`src/rtl/gbe_tx_frame_counter.sv`:
```
// Transmit-side statistics for the 10GbE core: good frames, words sent, and errors
// (runt/oversize frames plus tx overflow edges), one of them muxed onto a status word.
module gbe_tx_frame_counter #(
    parameter int CNT_W     = 32,
    parameter int LEN_W     = 16,
    parameter int MIN_WORDS = 8,
    parameter int MAX_WORDS = 1024,
    parameter int SATURATE  = 0
) (
    input  logic             user_clk,
    input  logic             user_rst,
    input  logic             tx_valid,
    input  logic             tx_end_of_frame,
    input  logic             tx_overflow,
    input  logic             ctrl_en,
    input  logic             ctrl_clr,
    input  logic [1:0]       ctrl_sel,
    output logic [CNT_W-1:0] cnt_out
);

    typedef enum logic {IDLE = 1'b0, IN_FRAME = 1'b1} state_t;

    localparam logic [LEN_W:0] MIN_L = (LEN_W+1)'(MIN_WORDS);
    localparam logic [LEN_W:0] MAX_L = (LEN_W+1)'(MAX_WORDS);

    state_t           state_reg, state_next;
    logic [LEN_W-1:0] len_reg, len_next;
    logic [LEN_W:0]   frame_len;
    logic             frame_end;
    logic             frame_good;
    logic             ovf_d_reg;
    logic             clr_d_reg;
    logic             clr_pulse;
    logic             ovf_edge;
    logic [1:0]       cnt_inc [3];
    logic [CNT_W-1:0] cnt_val [3];
    logic [CNT_W-1:0] cnt_out_reg;

    // Framing is tracked even while counting is disabled so enable can change mid-frame.
    always_comb begin
        state_next = state_reg;
        len_next   = len_reg;
        frame_end  = 1'b0;
        frame_len  = '0;
        case (state_reg)
            IDLE: begin
                if (tx_valid) begin
                    if (tx_end_of_frame) begin
                        frame_end = 1'b1;
                        frame_len = {{LEN_W{1'b0}}, 1'b1};
                    end else begin
                        state_next = IN_FRAME;
                        len_next   = {{(LEN_W-1){1'b0}}, 1'b1};
                    end
                end
            end
            IN_FRAME: begin
                if (tx_valid) begin
                    if (tx_end_of_frame) begin
                        frame_end  = 1'b1;
                        frame_len  = {1'b0, len_reg} + 1'b1;
                        state_next = IDLE;
                        len_next   = '0;
                    end else if (len_reg != {LEN_W{1'b1}}) begin
                        len_next = len_reg + 1'b1;
                    end
                end
            end
            default: state_next = IDLE;
        endcase
    end

    always_ff @(posedge user_clk) begin
        if (user_rst) begin
            state_reg <= IDLE;
            len_reg   <= '0;
            ovf_d_reg <= 1'b0;
            clr_d_reg <= 1'b0;
        end else begin
            state_reg <= state_next;
            len_reg   <= len_next;
            ovf_d_reg <= tx_overflow;
            clr_d_reg <= ctrl_clr;
        end
    end

    assign frame_good = (frame_len >= MIN_L) && (frame_len <= MAX_L);
    assign ovf_edge   = tx_overflow & ~ovf_d_reg;
    assign clr_pulse  = ctrl_clr & ~clr_d_reg;

    // A bad frame end and an overflow edge in the same cycle both land on err (+2).
    assign cnt_inc[0] = {1'b0, ctrl_en & frame_end & frame_good};
    assign cnt_inc[1] = {1'b0, ctrl_en & tx_valid};
    assign cnt_inc[2] = {1'b0, ctrl_en & frame_end & ~frame_good} + {1'b0, ctrl_en & ovf_edge};

    function automatic logic [CNT_W-1:0] bump(input logic [CNT_W-1:0] cur, input logic [1:0] inc);
        logic [CNT_W:0] sum;
        sum = {1'b0, cur} + {{(CNT_W-1){1'b0}}, inc};
        if (SATURATE != 0 && sum[CNT_W])
            bump = {CNT_W{1'b1}};
        else
            bump = sum[CNT_W-1:0];
    endfunction

    genvar gi;
    generate
        for (gi = 0; gi < 3; gi++) begin : g_cnt
            logic [CNT_W-1:0] cnt_reg;
            // Clear has priority over any increment in the same cycle.
            always_ff @(posedge user_clk) begin
                if (user_rst || clr_pulse)
                    cnt_reg <= '0;
                else
                    cnt_reg <= bump(cnt_reg, cnt_inc[gi]);
            end
            assign cnt_val[gi] = cnt_reg;
        end
    endgenerate

    always_ff @(posedge user_clk) begin
        if (user_rst) begin
            cnt_out_reg <= '0;
        end else begin
            case (ctrl_sel)
                2'd0:    cnt_out_reg <= cnt_val[0];
                2'd1:    cnt_out_reg <= cnt_val[1];
                2'd2:    cnt_out_reg <= cnt_val[2];
                default: cnt_out_reg <= {{(CNT_W-3){1'b0}}, (state_reg == IN_FRAME), ctrl_en, ovf_d_reg};
            endcase
        end
    end

    assign cnt_out = cnt_out_reg;

endmodule

```
`config.mk`:
```
export PLATFORM = sky130hd
export DESIGN_NAME = gbe_tx_frame_counter
export DESIGN_NICKNAME = d
export VERILOG_FILES = /design/src/rtl/gbe_tx_frame_counter.sv
export SDC_FILE = /design/constraint.sdc
export NUM_CORES = 1
export LEC_CHECK = 0
export ABC_AREA = 0
export BUFFER_PORTS_ARGS = -buffer_cell sky130_fd_sc_hd__buf_2
export CELL_PAD_IN_SITES_DETAIL_PLACEMENT = 0
export CELL_PAD_IN_SITES_GLOBAL_PLACEMENT = 1
export CORE_MARGIN = 2
export CORE_UTILIZATION = 50
export DETAILED_ROUTE_END_ITERATION = 7
export HOLD_SLACK_MARGIN = 0.02
export PLACE_DENSITY_LB_ADDON = 0.1
export RECOVER_POWER = 25
export SLEW_MARGIN = 25
export SYNTH_ARGS = -nofsm -noshare
export SYNTH_HDL_FRONTEND = slang
export SYNTH_SLANG_ARGS = --single-unit
```
`constraint.sdc`:
```
create_clock -name user_clk -period 8.85 [get_ports user_clk]
set_input_delay 0.4425 -clock user_clk [delete_from_list [all_inputs] [get_ports user_clk]]
set_output_delay 0.4425 -clock user_clk [all_outputs]
set_load 0.02 [all_outputs]
```
==> run metrics, run 1 <==
status=finished with violations; failing checks=capacitance limit, slew limit; die extent in x=119.8 um; # DRC=0; grt ovf=0; n_diodes=0; origin of the worst setup path=len_reg[0]; cts bufs inserted=17; max reg flops=96; pwr dens=186.2 nW/um^2; fin. max-slew vios=54; Layout area overhead=11.54%; mapped cell area=6703 um^2; core box area=13190 um^2; Pre-Repair DR Iteration Count=4; Post-CTS Setup Inserts=0; placed cell count=958; Worst Setup End Kind=flop; first-pass GRT wire length=25.09 mm; later-pin clock latency in the skew report=0.42 ns; Port Buf Inserts=40; H-tree levels=4; worst endpoint data arrival time=4.84 ns; Achievable Freq=218.8 MHz; synthesis-stage register bit count=147; Initial DRC Count=362; reg2reg start=len_reg[0]; EDFF count, synth=0; sequence of cells on the critical path=ha_1, nand4_4, or4_4, mux2i_1, nand3_1, or4_1, nor3_1, ha_1, ha_1, nand2_1, nor4_2, nand3_1, nor3_1, xnor2_1, nor2_1; startpoint types=flop; Mapped Cells=781; class of the worst hold path=in2reg; TritonCTS clock tree=yes; Synth Warn #=0; CP Max Fanout=8; Total Routed Length=15.05 mm; worst reg2reg setup slack=4.28 ns; Die H=119.8 um; sequential-to-total area share from yosys stat=0.4391; max_cap viols=1; post-synth cell types=45; Clock Skews=0.007597 ns; worst-margin pin slew=2.496 ns; period utilization=0.5164; final number of setup-violating endpoints=0; r2r endpoint=g_cnt[0].cnt_reg[28]; num ports=41; largest net degree at the start of global routing=89; Pwr Total=1.392 mW; Vias/cell=5.443; WP data required=9.12 ns; number of global-route vias before repair=5037; total track usage=0.2209; unrepaired setup endpoints after global routing=no; PostCTS Resize Cnt=0; async set-reset flop share out of synthesis=0; fin nets=817; Avg Inst Size Synth=8.582 um^2; share of cells above drive strength 1=0.06143; R2R cell count=15; LEAKAGE=2.621 nW; max-slew headroom at the worst pin=-0.6643; post-layout min period=4.570 ns; main flop type after synthesis=dfxtp_1; Hold-fix buffers, CTS=0; Critical Path Slowest Stage Cell=or4_4; die area=14350 um^2; setup_tns=0 ns; worst setup path class=reg2reg; via count=5389; CP endpoint=g_cnt[0].cnt_reg[28]; worst vdd ir=0.1331 mV; final cell count without fillers=990; initial antenna violation count=0; Max Root-Sink Buffers=2; final HPWL from detailed placement=10.47 mm; Root Driver=clkbuf_16; final hold vios=0; row count=42; Clock Pin Slew Worst Setup and Hold Paths=0.06 ns; CTS sink cnt=147; Initial Util=0.5082; Post-DRT Antenna Nets=0; Syn Nets=797; WL per Instance=15.21 um; critical path's largest stage delay=0.58 ns; most used cell, CP=ha_1; gpl congestion=0.8936
## critical path: cells and delay by family (launching register included)
kind	cells	cell delay, ns
xor gates and xnor gates	1	0.15
adders and majority gates	3	0.80
DFF	1	0.41
muxes	1	0.17
and+or+nand+nor	10	2.87
## final cells by class
class / instances / area [um^2]
inverters: 8 / 30.03
fillers: 1221 / 5714
clock inverters: 9 / 78.83
multi-input cells: 586 / 3550
clock buffers: 23 / 488.0
repair buffers: 41 / 166.4
flip-flops and latches: 147 / 2943
well taps: 176 / 220.2
## where the power goes
group	internal [mW]	switching, mW	leakage, nW	total, mW
Sequential	0.664	0.00212	1.18	0.666
Combinational	0.0106	0.0295	1.16	0.0400
Clock	0.414	0.271	0.279	0.686
Total	1.09	0.303	2.62	1.39
## cell usage in the layout, fill, tap and decap left out, types with 3 or more instances in the layout
cell / instances
xnor2_1: 33
nand3_1: 46
a31oi_1: 5
clkbuf_16: 17
and3_1: 13
mux4_2: 3
clkbuf_1: 35
nor4_1: 6
and2_1: 11
a21oi_1: 53
xor2_1: 53
or2_2: 3
nand4b_1: 3
nor2_1: 161
buf_2: 7
clkbuf_8: 4
o21ai_0: 15
a311oi_1: 8
clkinv_2: 5
dfxtp_1: 147
nor3_1: 13
and4_1: 10
nor2b_1: 8
nand4_1: 22
nand2_1: 43
or3_1: 13
nand2b_1: 3
mux2i_1: 32
inv_1: 8
or4_1: 3
ha_1: 6
## worst min path at each step
stage / start / end / slack (ns) / depth (start not counted)
after detailed placement: g_cnt[2].cnt_reg[25] / g_cnt[2].cnt_reg[25] / 0.49 / 2
after floorplan: g_cnt[2].cnt_reg[25] / g_cnt[2].cnt_reg[25] / 0.47 / 2
after global placement: g_cnt[2].cnt_reg[27] / g_cnt[2].cnt_reg[27] / 0.48 / 2
after CTS: tx_overflow / ovf_d_reg / 0.24 / 2
final: tx_overflow / ovf_d_reg / 0.25 / 2
after global routing: tx_overflow / ovf_d_reg / 0.24 / 2
## through the flow
stage,hold WS [ns],cell area (um^2),util,worst slack [ns]
floorplan,0.4662,6703,-,4.836
global placement,0.4819,6945,0.5266,4.455
detailed placement,0.4861,6950,0.5269,4.281
CTS,0.2354,7517,0.5699,4.252
global route,0.2399,7476,0.5668,3.799
finish,0.2520,7476,0.5668,4.280
## synthesized netlist by cell type, types with 9 or more instances
cell	count	share of area
or3_1	13	0.012
and2_1	13	0.012
o21ai_0	15	0.011
nor2b_1	9	0.0084
and3_1	13	0.012
nor2_1	161	0.090
xnor2_1	33	0.043
a21oi_1	53	0.040
and4_1	10	0.013
xor2_1	53	0.069
nand4_1	22	0.021
nor3_1	13	0.0097
mux2i_1	32	0.048
clkbuf_1	29	0.016
nand2_1	43	0.024
nand3_1	46	0.034
dfxtp_1	147	0.44
## cell families after synthesis
group | count (synthesis) | synth area share
fa+ha+maj | 7 | 0.01419
compound gates | 89 | 0.07560
buf+inv | 48 | 0.03267
xor+xnor | 86 | 0.1124
simple gates | 369 | 0.2682
flops | 147 | 0.4391
mux | 35 | 0.05787
## routing by layer
metal	part of all wire	GRT usage
met1	0.51	0.3067
met2	0.44	0.3300
met3	0.031	0.05418
met4	0.023	0.08897
met5	0	0
(Power assumes the default switching activity.)
==> run 2, diff against run 1 <==
CORE_UTILIZATION = 42   (was 50)
clock period = 4 ns   (was 8.85 ns; I/O delays follow)
==> run metrics, run 2 (synthesized netlist as in run 1, its figures left out) <==
Vias/cell=5.201 (-4.5%); LEAKAGE=2.773 nW (+5.8%); startpoint types=flop; setup_tns=0 ns (unchanged); share of cells above drive strength 1=0.1025 (+0.04108); CP Max Fanout=7 (-1); gpl congestion=0.8430 (-5.7%); final HPWL from detailed placement=11.54 mm (+10%); core box area=15710 um^2 (+19%); die area=16980 um^2 (+18%); Fillers=1542 (+26%); most common cell after layout, fill and taps aside=nor2_1; via count=5487 (+1.8%); grt ovf=0 (unchanged); H-tree levels=4 (unchanged); class of the worst hold path=in2reg; final number of setup-violating endpoints=0 (unchanged); cell count of the worst hold path=2 (unchanged); R2R cell count=15 (unchanged); max reg flops=96 (unchanged); Final Instance Area=7790 um^2 (+4.2%); worst vdd ir=0.2800 mV (+110%); die extent in x=130.3 um (+8.8%); num ports=41 (unchanged); Clock Skews=0.01297 ns (+0.005371 ns); Port Buf Inserts=40 (unchanged); Post-DP Area=7159 um^2 (+3.0%); cts bufs inserted=17 (unchanged); pwr dens=394.3 nW/um^2 (+110%); register area=2950 um^2 (+0.26%); DR WL met3=528 um (+14%); post-route met1 wirelength=7.844 mm (+2.0%); met2 routed WL=7.494 mm (+14%); Total Routed Length=16.16 mm (+7.3%); total track usage=0.1993 (-0.02161); worst setup path class=reg2reg; TritonCTS clock tree=yes; period utilization=0.9407 (+0.4243); Initial DRC Count=303 (-16%); origin of the worst setup path=len_reg[1]; max-slew headroom at the worst pin=-0.4904 (+0.1739); initial antenna violation count=0 (unchanged); status=finished with violations; Initial Util=0.4266 (-0.08158); Final WS setup=0.2370 ns (-4.043 ns); post-layout min period=3.763 ns (-0.8072 ns); Post-DRT Antenna Nets=0 (unchanged); row count=46 (+9.5%); Worst Setup End Kind=flop; WP data required=4.30 ns (-4.82 ns); reg2reg start=len_reg[1]; commonest non-fill, non-tap cells in the layout=nor2_1, dfxtp_1, a21oi_1, xor2_1, nand3_1; Hold Crit Start=tx_end_of_frame; worst-margin pin slew=2.236 ns (-0.2609 ns); Max Root-Sink Buffers=2 (unchanged); Layout area overhead=16.22%; r2r endpoint=g_cnt[2].cnt_reg[22]; worst endpoint data arrival time=4.06 ns (-0.78 ns); Multi-input gate area=3615 um^2 (+1.8%); fin nets=842 (+3.1%); n_diodes=0 (unchanged); # DRC=0 (unchanged); Clock Pin Slew Worst Setup and Hold Paths=0.06 ns (about the same); later-pin clock latency in the skew report=0.43 ns (about the same); Root Driver=clkbuf_16; Die H=130.3 um (+8.8%); final hold vios=0 (unchanged); failing checks=capacitance limit, slew limit; first-pass GRT wire length=26.25 mm (+4.6%); CTS sink cnt=147 (unchanged); top sig layer=met4; WL per Instance=15.31 um (+0.70%); max_cap viols=1 (unchanged); number of global-route vias before repair=5276 (+4.7%); largest net degree at the start of global routing=51 (-43%); fin. max-slew vios=51 (-5.6%); Pre-Repair DR Iteration Count=4 (unchanged); worst reg2reg setup slack=0.24 ns (-4.04 ns); placement-stage worst setup slack=0.1019 ns (-4.179 ns); Achievable Freq=265.7 MHz (+21%)
## run 2: worst max path at each step
| stage | endpoint | depth (start not counted) |
|---|---|---|
| final | g_cnt[2].cnt_reg[22] | 15 |
| after global routing | g_cnt[2].cnt_reg[30] | 14 |
| after CTS | g_cnt[0].cnt_reg[22] | 14 |
| after detailed placement | g_cnt[0].cnt_reg[22] | 14 |
| after global placement | g_cnt[0].cnt_reg[31] | 15 |
| after floorplan | g_cnt[0].cnt_reg[22] | 16 |
## run 2: metrics by stage
stage	total power [mW]	std cells	hold WS, ns	util
finish	3.072	1055	0.04145	0.4958
global route	3.186	1055	0.04471	0.4958
CTS	3.112	1052	0.03024	0.4924
detailed placement	1.600	1018	0.4469	0.4556
global placement	1.599	1018	0.4327	0.4553
floorplan	1.571	781	0.2992	-
## run 2: cell type report
cell class	count	area share
multi-input combinational	586	0.4640
sequential	147	0.3787
clock buffer	22	0.06087
timing repair buffer	66	0.04722
tap	216	0.03469
clock inverter	10	0.01060
inverter	8	0.003855
## run 2: metal layers
metal  vias to the layer above  global-route usage
met2                        78              0.3138
met1                      2612              0.2636
met3                        20             0.05166
met4                         0             0.07527
li1                       2777                   -
met5                         -                   0
## run 2: power by group
part	internal [mW]	switching (mW)	total, mW
Sequential	1.47	0.00427	1.47
Clock	0.897	0.604	1.50
Combinational	0.0287	0.0679	0.0967
## run 2: critical path: stages (launching register included)
cell	delay, ns
dfxtp_2	0.37
ha_4	0.17
nand4_4	0.11
or4_4	0.57
mux2i_1	0.16
nand3_1	0.08
or4_1	0.56
o21ba_1	0.21
fa_1	0.44
ha_1	0.21
nand4_1	0.17
nor4_4	0.09
buf_4	0.18
nand4_1	0.11
xor2_1	0.16
nor2_1	0.05
## run 2: timing repair
action,4_1_cts,5_1_grt
hold buffers,2,0
setup buffers,0,2
endpoints found under the setup margin,0,28
endpoints found under the hold margin,2,0
resized for setup,0,15
